--- src/rtl/multi_channel_clk_divider.sv ---
// N_CH independent 50%-duty clock dividers with runtime divisors and start-of-period ticks.
// Note: rst_n is an asynchronous, active-HIGH reset despite its name (1 = reset).
module multi_channel_clk_divider #(
  parameter int N_CH  = 4,
  parameter int WIDTH = 8
) (
  input  logic                  clk,
  input  logic                  rst_n,
  input  logic [N_CH-1:0]       en,
  input  logic [N_CH*WIDTH-1:0] div_in,
  output logic [N_CH-1:0]       clk_out,
  output logic [N_CH-1:0]       tick,
  output logic [N_CH*WIDTH-1:0] div_cur
);

  logic [WIDTH-1:0] cnt_q     [N_CH];
  logic [WIDTH-1:0] cnt_d     [N_CH];
  logic [WIDTH-1:0] div_act_q [N_CH];
  logic [WIDTH-1:0] div_act_d [N_CH];
  logic [N_CH-1:0]  clk_p_q, clk_p_d;
  logic [N_CH-1:0]  clk_n_q;
  logic [N_CH-1:0]  running;

  // clk_p is computed from the next-state cnt/div_act so it stays aligned with cnt
  // and a divisor change at the wrap can never produce a runt pulse.
  always_comb begin
    for (int i = 0; i < N_CH; i++) begin
      // NOTE: every combinational output gets a default first so no latch is inferred.
      running[i]   = en[i] && (div_act_q[i] != '0);
      cnt_d[i]     = '0;
      div_act_d[i] = div_in[i*WIDTH +: WIDTH];
      clk_p_d[i]   = 1'b0;
      if (running[i]) begin
        if (cnt_q[i] != div_act_q[i] - WIDTH'(1)) begin
          cnt_d[i]     = cnt_q[i] + WIDTH'(1);
          div_act_d[i] = div_act_q[i];
        end
        clk_p_d[i] = (div_act_d[i] != '0) && (cnt_d[i] >= (div_act_d[i] >> 1));
      end
    end
  end

  always_ff @(posedge clk or posedge rst_n) begin
    if (rst_n) begin
      for (int i = 0; i < N_CH; i++) begin
        cnt_q[i]     <= '0;
        div_act_q[i] <= '0;
      end
      clk_p_q <= '0;
    end else begin
      // NOTE: sequential state uses non-blocking assignments so all flops update together.
      for (int i = 0; i < N_CH; i++) begin
        cnt_q[i]     <= cnt_d[i];
        div_act_q[i] <= div_act_d[i];
      end
      clk_p_q <= clk_p_d;
    end
  end

  // Half-cycle delayed copy of clk_p; ANDing it in trims odd divisors to an exact N/2 high time.
  always_ff @(negedge clk or posedge rst_n) begin
    if (rst_n) begin
      clk_n_q <= '0;
    end else begin
      clk_n_q <= clk_p_q;
    end
  end

  always_comb begin
    clk_out = '0;
    tick    = '0;
    div_cur = '0;
    for (int i = 0; i < N_CH; i++) begin
      tick[i]                   = running[i] && (cnt_q[i] == '0);
      div_cur[i*WIDTH +: WIDTH] = div_act_q[i];
      if (div_act_q[i] == WIDTH'(1)) begin
        clk_out[i] = en[i] & clk;
      end else if (!div_act_q[i][0]) begin
        clk_out[i] = clk_p_q[i];
      end else begin
        clk_out[i] = clk_p_q[i] & clk_n_q[i];
      end
    end
  end

endmodule

--- config.mk ---
export PLATFORM = sky130hd
export DESIGN_NAME = multi_channel_clk_divider
export DESIGN_NICKNAME = d
export VERILOG_FILES = /design/src/rtl/multi_channel_clk_divider.sv
export SDC_FILE = /design/constraint.sdc
export NUM_CORES = 1
export LEC_CHECK = 0
export ABC_AREA = 1
export CAP_MARGIN = 20
export CORE_MARGIN = 4
export CORE_UTILIZATION = 45
export DETAILED_ROUTE_END_ITERATION = 8
export DONT_BUFFER_PORTS = 1
export PLACE_DENSITY_LB_ADDON = 0.1
export SLEW_MARGIN = 30
export SYNTH_ARGS = -nofsm -noshare
export SYNTH_HDL_FRONTEND = slang
export SYNTH_SLANG_ARGS = --single-unit
--- constraint.sdc ---
create_clock -name clk -period 3.7 [get_ports clk]
set_clock_uncertainty 0.05 [all_clocks]
set_input_delay 0.37 -clock clk [delete_from_list [all_inputs] [get_ports clk]]
set_output_delay 0.37 -clock clk [all_outputs]
set_load 0.01 [all_outputs]
* Word level (Yosys, flattened, before mapping) *
Cells that the tools add are included.

storage, ports and cells
  register bits = 72
  input bits = 38
  word-level logic and storage cells = 98

cells by class
  add/subtract/negate cells = 8
  magnitude comparators = 4
  equal/unequal tests = 8
  muxes and demuxes = 36
  bitwise operators = 8
  reductions and logical operators = 24

operators by type and width
  cell                                                                 count
  8-bit two-way mux                                                    24
  8-bit nonzero test                                                   8
  8-bit by 1-bit adder with 8-bit output (second input constant)       4
  8-bit by 1-bit == test with 1-bit output (second input constant)     4
  8-bit by 7-bit greater-or-equal comparator with 1-bit output         4
  8-bit zero test                                                      4
  8-bit != test                                                        4
  8-bit by 1-bit subtractor with 8-bit output (second input constant)  4
  1-bit logical AND                                                    12
  1-bit two-way mux                                                    12
  1-bit bitwise AND                                                    8

* Depth between registers and ports, before layout *
Gate-level depths: netlist of run 1.

  depth after elaboration = 7
  mapped depth = 30

==> metrics.md, run 1 <==
| Metric | Value |
|---|---|
| All-Layer GR Usage | 21.6% |
| Crit-path cells | o21ai_0 -> o21ai_0 |
| Residual DRC | 0 |
| Antenna violations before repair | 0 |
| CP endpoint | clk_out[1] |
| Via count | 5646 |
| Mapped Cells | 923 |
| Initial Util | 46.0% |
| Nets | 1039 |
| Register area share after synthesis | 29.5% |
| Antenna Nets Post-Route | 0 |
| Synth area leader | dfrtp_1 |
| CTS tree | done |
| Final hold slack | 0.0171 ns |
| Antenna cell count | 0 |
| Final setup violation count | 0 |
| Startpoint types | flip-flop |
| Crit Path Class | reg -> out |
| Cell Int Power | 0.00189 W |
| Critical Path Fanout Max | 1 |
| Post-placement cell area | 6330 sq um |
| Overall Power | 0.00284 W |
| Reg clk slew, reported paths | 0.06 ns |
| Clk_lat worst skew | 0.45 ns |
| Die extent in y | 125 microns |
| Hold Vio Cnt, Final | 0 |
| R2r endpoint | clk_p_q[1]$_DFF_PP0_ |
| Clock share of power | 42.4% |
| Grt ovf | 0 |
| DPL Wire Length | 12500 microns |
| Routability cong. | 0.855 |
| Tightest Pin Transition | 0.738 ns |
| Ys async rst share | 100% |
| Top cell type's share of synthesized area | 27.8% |
| Vias in the first global route | 5624 |
| Leakage | 3.74 nW |
| Die W | 125 microns |
| Hold Crit Class | in -> reg |
| Row count | 42 |
| Die area | 15500 sq um |
| Number of synthesized flops with an enable pin | 0 |
| Filler cells | 1350 |
| Crit-path max cell delay | 0.39 ns |
| Final instance area | 6950 sq um |
| Distinct cells, synth | 37 |
| Critical path required time | 3.28 ns |
| Share of cells above drive strength 1 | 8.45% |
| Cell area power density | 409 nW/um^2 |
| Worst Setup SP | clk_n_q[1]$_DFF_NP0_ |
| Post-route setup TNS | 0 ns |
| Status | complete, no violations |
| Net Count, Synth | 1009 |
| Switching component of the power | 0.000953 W |
| Sequential share of power | 33.6% |
| CP most frequent cell | o21ai_0 |
| I/O Pins | 78 |
| CP endpoint kind | primary output |
| Count of maximum capacitance violations | 0 |
| Post-Synthesis Cell Area | 6110 sq um |
| Max-slew violations | 0 |
| Maximum VDD drop | 0.000262 V |
| Largest net degree at the start of global routing | 26 |
| Gate power share | 24.0% |
| Initial detailed-routing violation count | 324 |
| Reg2Reg Depth | 22 |
| Top post-synthesis cells by area | dfrtp_1 (28%), nand2_1 (17%), ha_1 (9.8%) |
| First-pass GRT wire length | 27400 microns |
| Hold path start | div_in[0] |
| Rel. slew slack | 50.8% |
| Syn avg cell area | 6.62 sq um |
| DR vias/cell | 4.97 |
| Switch share | 33.5% |
| Dominant synthesized flop cell | dfrtp_1 |
| Input/output buffers | 0 |
| Drt first pass iters | 5 |
| Final wirelength | 16200 microns |
| YS warnings | 0 |
| Core ar. | 13300 sq um |
| RSZ-0062 raised after global routing | no |
| Non-Filler Instances | 1135 |
| #FFs+latches synth | 72 |
| Drt wl/cell | 14.3 microns |
| Worst r2r src | div_cur[8]$_DFF_PP0_ |
| Slowest cell on crit path | dfrtn_1 |
| Inst Count DP | 1094 |
| Worst EP arrival | 3.12 ns |
| Layout area overhead | 13.7% |
| Worst R2R Setup Slack | 0.37 ns |
## Yosys cell counts, types with 2 or more instances
library cell  instances
a21boi_0              4
a21oi_1               6
a31oi_1               3
and2_1                4
and3_1                2
buf_2                 2
buf_4                 2
buf_6                 2
clkbuf_1              9
dfrtn_1               4
dfrtp_1              68
ha_1                 48
inv_1               143
inv_2                 5
nand2_1             269
nand2_2              16
nand2_4               2
nand3_1              64
nand3_2               6
nand3b_1             14
nand4_1               7
nor2_1               97
nor2_2                6
nor2_4                7
nor3_1               32
nor4_1                5
o21ai_0              50
o21ai_1               9
or2_2                 2
xnor2_1               9
xor2_1               20
## metal layers
layer  vias to the layer above  wire [microns]  global-route usage [%]
met4                         0             298                    6.45
met3                        26             893                    6.52
met5                         -               0                       0
li1                       2960               -                       -
met1                      2535            7770                    28.8
met2                       125            7230                    33.7
## flip-flops by register name, summed over array words and instances (netlist names)
register and count:
cnt_q 32, div_cur 32, clk_n_q 4, clk_p_q 4
## critical path, delay by kind of cell, from the launching register on
kind | cells | cell delay, ns
AO/OA/AOI/OAI | 2 | 0.41
flip-flops | 1 | 0.39
## worst min-delay path by stage
stage                      endpoint  slack [ns]  cells after the start
2_1_floorplan  div_cur[0]$_DFF_PP0_        0.44                      2
6_report       div_cur[0]$_DFF_PP0_        0.02                      2
4_1_cts        div_cur[0]$_DFF_PP0_       0.002                      2
3_5_place_dp   div_cur[1]$_DFF_PP0_        0.27                      1
3_3_place_gp   div_cur[1]$_DFF_PP0_        0.25                      1
5_1_grt        div_cur[8]$_DFF_PP0_        0.02                      2
## cells by family (layout without fill, tap and decap cells)
kind of cell	count (synthesis)	after routing	synth area share, %
AO/OA/AOI/OAI	74	74	6.39
XOR/XNOR	29	29	4.16
adder cells (fa/ha/maj)	48	48	9.83
buffers and inverters	164	200	10.5
flip-flops	72	72	29.5
AND/OR/NAND/NOR	536	536	39.7
## stage by stage
| step | setup WS (ns) | util [%] |
|---|---|---|
| after detailed placement | 0.334 | 47.6 |
| final | 0.156 | 52.3 |
| after global routing | 0.00145 | 52.3 |
| after CTS | 0.0986 | 52.1 |
| after floorplan | 0.690 | - |
| after global placement | 0.334 | 47.6 |
## power by group through the flow
stage          Sequential, W  Combinational [W]   Clock [W]
2_1_floorplan       0.000936           0.000528  0.00000215
3_3_place_gp        0.000969           0.000662  0.00000214
3_5_place_dp        0.000969           0.000662  0.00000215
4_1_cts             0.000955           0.000683     0.00124
5_1_grt             0.000964           0.000798     0.00128
6_report            0.000954           0.000682     0.00120
## final cells by class
cell class	count	area, sq um	area share (%)
clock buffer	18	354	5.09
inverter	148	559	8.05
sequential	72	1800	25.9
tap	176	220	3.17
multi-input combinational	687	3670	52.8
clock inverter	3	65.1	0.936
timing repair buffer	31	278	4.00
## repair_timing
action,in CTS,in global routing
buffers inserted,0,2
hold buffers,18,0
endpoints found under the setup margin,0,2
endpoints found under the hold margin,28,0
gates resized for setup,0,2
## cells in the final DEF (no fill, tap or decap), types with 4 or more instances in the layout
cell and instances:
a21boi_0 4, a21oi_1 6, and2_1 4, buf_4 13, clkbuf_1 4, clkbuf_16 13, dfrtn_1 4, dfrtp_1 68
dlygate4sd3_1 18, ha_1 47, inv_1 141, inv_2 6, nand2_1 269, nand2_2 16, nand3_1 64, nand3_2 6
nand3b_1 14, nand4_1 7, nor2_1 97, nor2_2 6, nor2_4 7, nor3_1 32, nor4_1 5, o21ai_0 50
o21ai_1 9, xnor2_1 9, xor2_1 20
Note: power is estimated with default switching activity, not from simulation.
==> run 2: changes to the inputs <==
--- a/config.mk
+++ b/config.mk
@@ -18 +18,2 @@
 export SYNTH_SLANG_ARGS = --single-unit
+export TNS_END_PERCENT = 50
--- a/constraint.sdc
+++ b/constraint.sdc
@@ -4,2 +4,2 @@
 set_output_delay 0.37 -clock clk [all_outputs]
-set_load 0.01 [all_outputs]
+set_load 0.1 [all_outputs]
==> metrics.md, run 2 (same netlist as run 1, synthesis figures left out) <==
| Metric | Value |
|---|---|
| Layout area overhead | 20.1% |
| Residual DRC | 0 (unchanged) |
| CP endpoint kind | primary output |
| Antenna Nets Post-Route | 0 (unchanged) |
| Final setup violation count | 7 (+7) |
| Clk_lat worst skew | 0.45 ns (about the same) |
| All-Layer GR Usage | 21.2% (-0.38 points) |
| First-pass GRT wire length | 26600 microns (-3.1%) |
| Tightest Pin Transition | 0.728 ns (-0.00964 ns) |
| Most frequent cells in the layout | nand2_1 (269), inv_1 (142), nor2_1 (97) |
| Non-Filler Instances | 1173 (+3.3%) |
| Vias in the first global route | 5533 (-1.6%) |
| Nets | 1077 (+3.7%) |
| Hold Vio Cnt, Final | 0 (unchanged) |
| Worst hold stages | 2 (unchanged) |
| Failing checks | negative setup slack |
| I/O Pins | 78 (unchanged) |
| Worst setup margin | -0.102 ns (-0.257 ns) |
| Die area | 15500 sq um (unchanged) |
| Worst EP arrival | 3.38 ns (+0.26 ns) |
| Final wirelength | 16000 microns (-1.4%) |
| Post-route setup TNS | -0.334 ns (-0.334 ns) |
| Setup repair bufs after CTS | 0 (unchanged) |
| Startpoint types | flip-flop |
| Initial Util | 46.0% (unchanged) |
| Via count | 5737 (+1.6%) |
| Routability cong. | 0.898 (+5.0%) |
| Die extent in y | 125 microns (unchanged) |
| Antenna violations before repair | 0 (unchanged) |
| Antenna cell count | 0 (unchanged) |
| Max-slew violations | 0 (unchanged) |
| Drt first pass iters | 5 (unchanged) |
| Core ar. | 13300 sq um (unchanged) |
| RSZ-0062 raised after global routing | yes |
| Commonest non-fill, non-tap cell in the layout | nand2_1 |
| Reg clk slew, reported paths | 0.05 ns (about the same) |
| Critical Path Fanout Max | 1 (unchanged) |
| Largest net degree at the start of global routing | 33 (+27%) |
| Leakage | 3.95 nW (+5.5%) |
| Grt ovf | 0 (unchanged) |
| CTS tree | done |
| Die W | 125 microns (unchanged) |
| Hold Crit Class | in -> reg |
| Inst Count DP | 1131 (+3.4%) |
| Overall Power | 0.00316 W (+11%) |
| DR vias/cell | 4.89 (-1.7%) |
| Count of maximum capacitance violations | 0 (unchanged) |
| Filler cells | 1333 (-1.3%) |
| Share of cells above drive strength 1 | 12.9% (+4.5 points) |
| Input/output buffers | 0 (unchanged) |
| Row count | 42 (unchanged) |
| Status | finished, violations left |
| Critical path required time | 3.28 ns (about the same) |
| Reg2Reg Depth | 27 (+23%) |
| Initial detailed-routing violation count | 335 (+3.4%) |
| Cell area power density | 431 nW/um^2 (+5.4%) |
| Maximum VDD drop | 0.000205 V (-22%) |
| DPL Wire Length | 12300 microns (-1.5%) |
| Rel. slew slack | 51.3% (+0.51 points) |
| Crit Path Class | reg -> out |
| Drt wl/cell | 13.6 microns (-4.6%) |
[run 2: final cells by class]
cell class / count / area (sq um) / area share [%]
multi-input combinational: 687 / 3780 / 51.4
sequential: 72 / 1800 / 24.5
timing repair buffer: 69 / 591 / 8.04
inverter: 148 / 557 / 7.58
clock buffer: 17 / 350 / 4.77
tap: 176 / 220 / 3.00
clock inverter: 4 / 45.0 / 0.613
[run 2: final timing paths]
check                                      start                    end  slack, ns
max                         clk_n_q[3]$_DFF_NP0_             clk_out[3]      -0.10
min                                   div_in[14]  div_cur[14]$_DFF_PP0_       0.01
max reg2reg                 div_cur[1]$_DFF_PP0_   clk_p_q[0]$_DFF_PP0_       0.38
min reg2reg                div_cur[17]$_DFF_PP0_  div_cur[17]$_DFF_PP0_       0.59
max in group asynchronous                  rst_n   clk_n_q[0]$_DFF_NP0_       1.09
min in group asynchronous                  rst_n    cnt_q[31]$_DFF_PP0_       0.39
[run 2: where the power goes]
part	internal, W	leakage (nW)	switching [W]
clock	0.000729	0.219	0.000405
sequential	0.000844	0.934	0.0000712
combinational	0.000310	2.79	0.000803
total	0.00188	3.95	0.00128
[run 2: layer usage]
layer,part of all wire (%),GRT usage [%]
met4,2.4,8.90
met2,45,33.1
met3,4.8,4.93
met1,48,28.2
met5,0,0
[run 2: worst max-delay path, cell delays in order (launching register included)]
cell and delay (ns):
dfrtn_1 0.40, o21ai_2 0.07, a21oi_4 0.58
[run 2: through the flow]
stage	util (%)	hold slack [ns]	area, sq um	worst slack, ns
finish	55.2	0.0112	7340	-0.102
global route	55.2	0.0227	7340	-0.137
CTS	55.2	0.00143	7340	-0.130
detailed placement	50.3	0.301	6680	-0.513
global placement	50.3	0.296	6680	-0.529
floorplan	-	0.441	6140	-0.694
[run 2: what timing repair did]
action	4_1_cts	5_1_grt
gates resized for setup	11	3
pin swaps	4	2
endpoints found under the setup margin	7	9
hold buffers	21	0
hold endpoints to repair	46	0
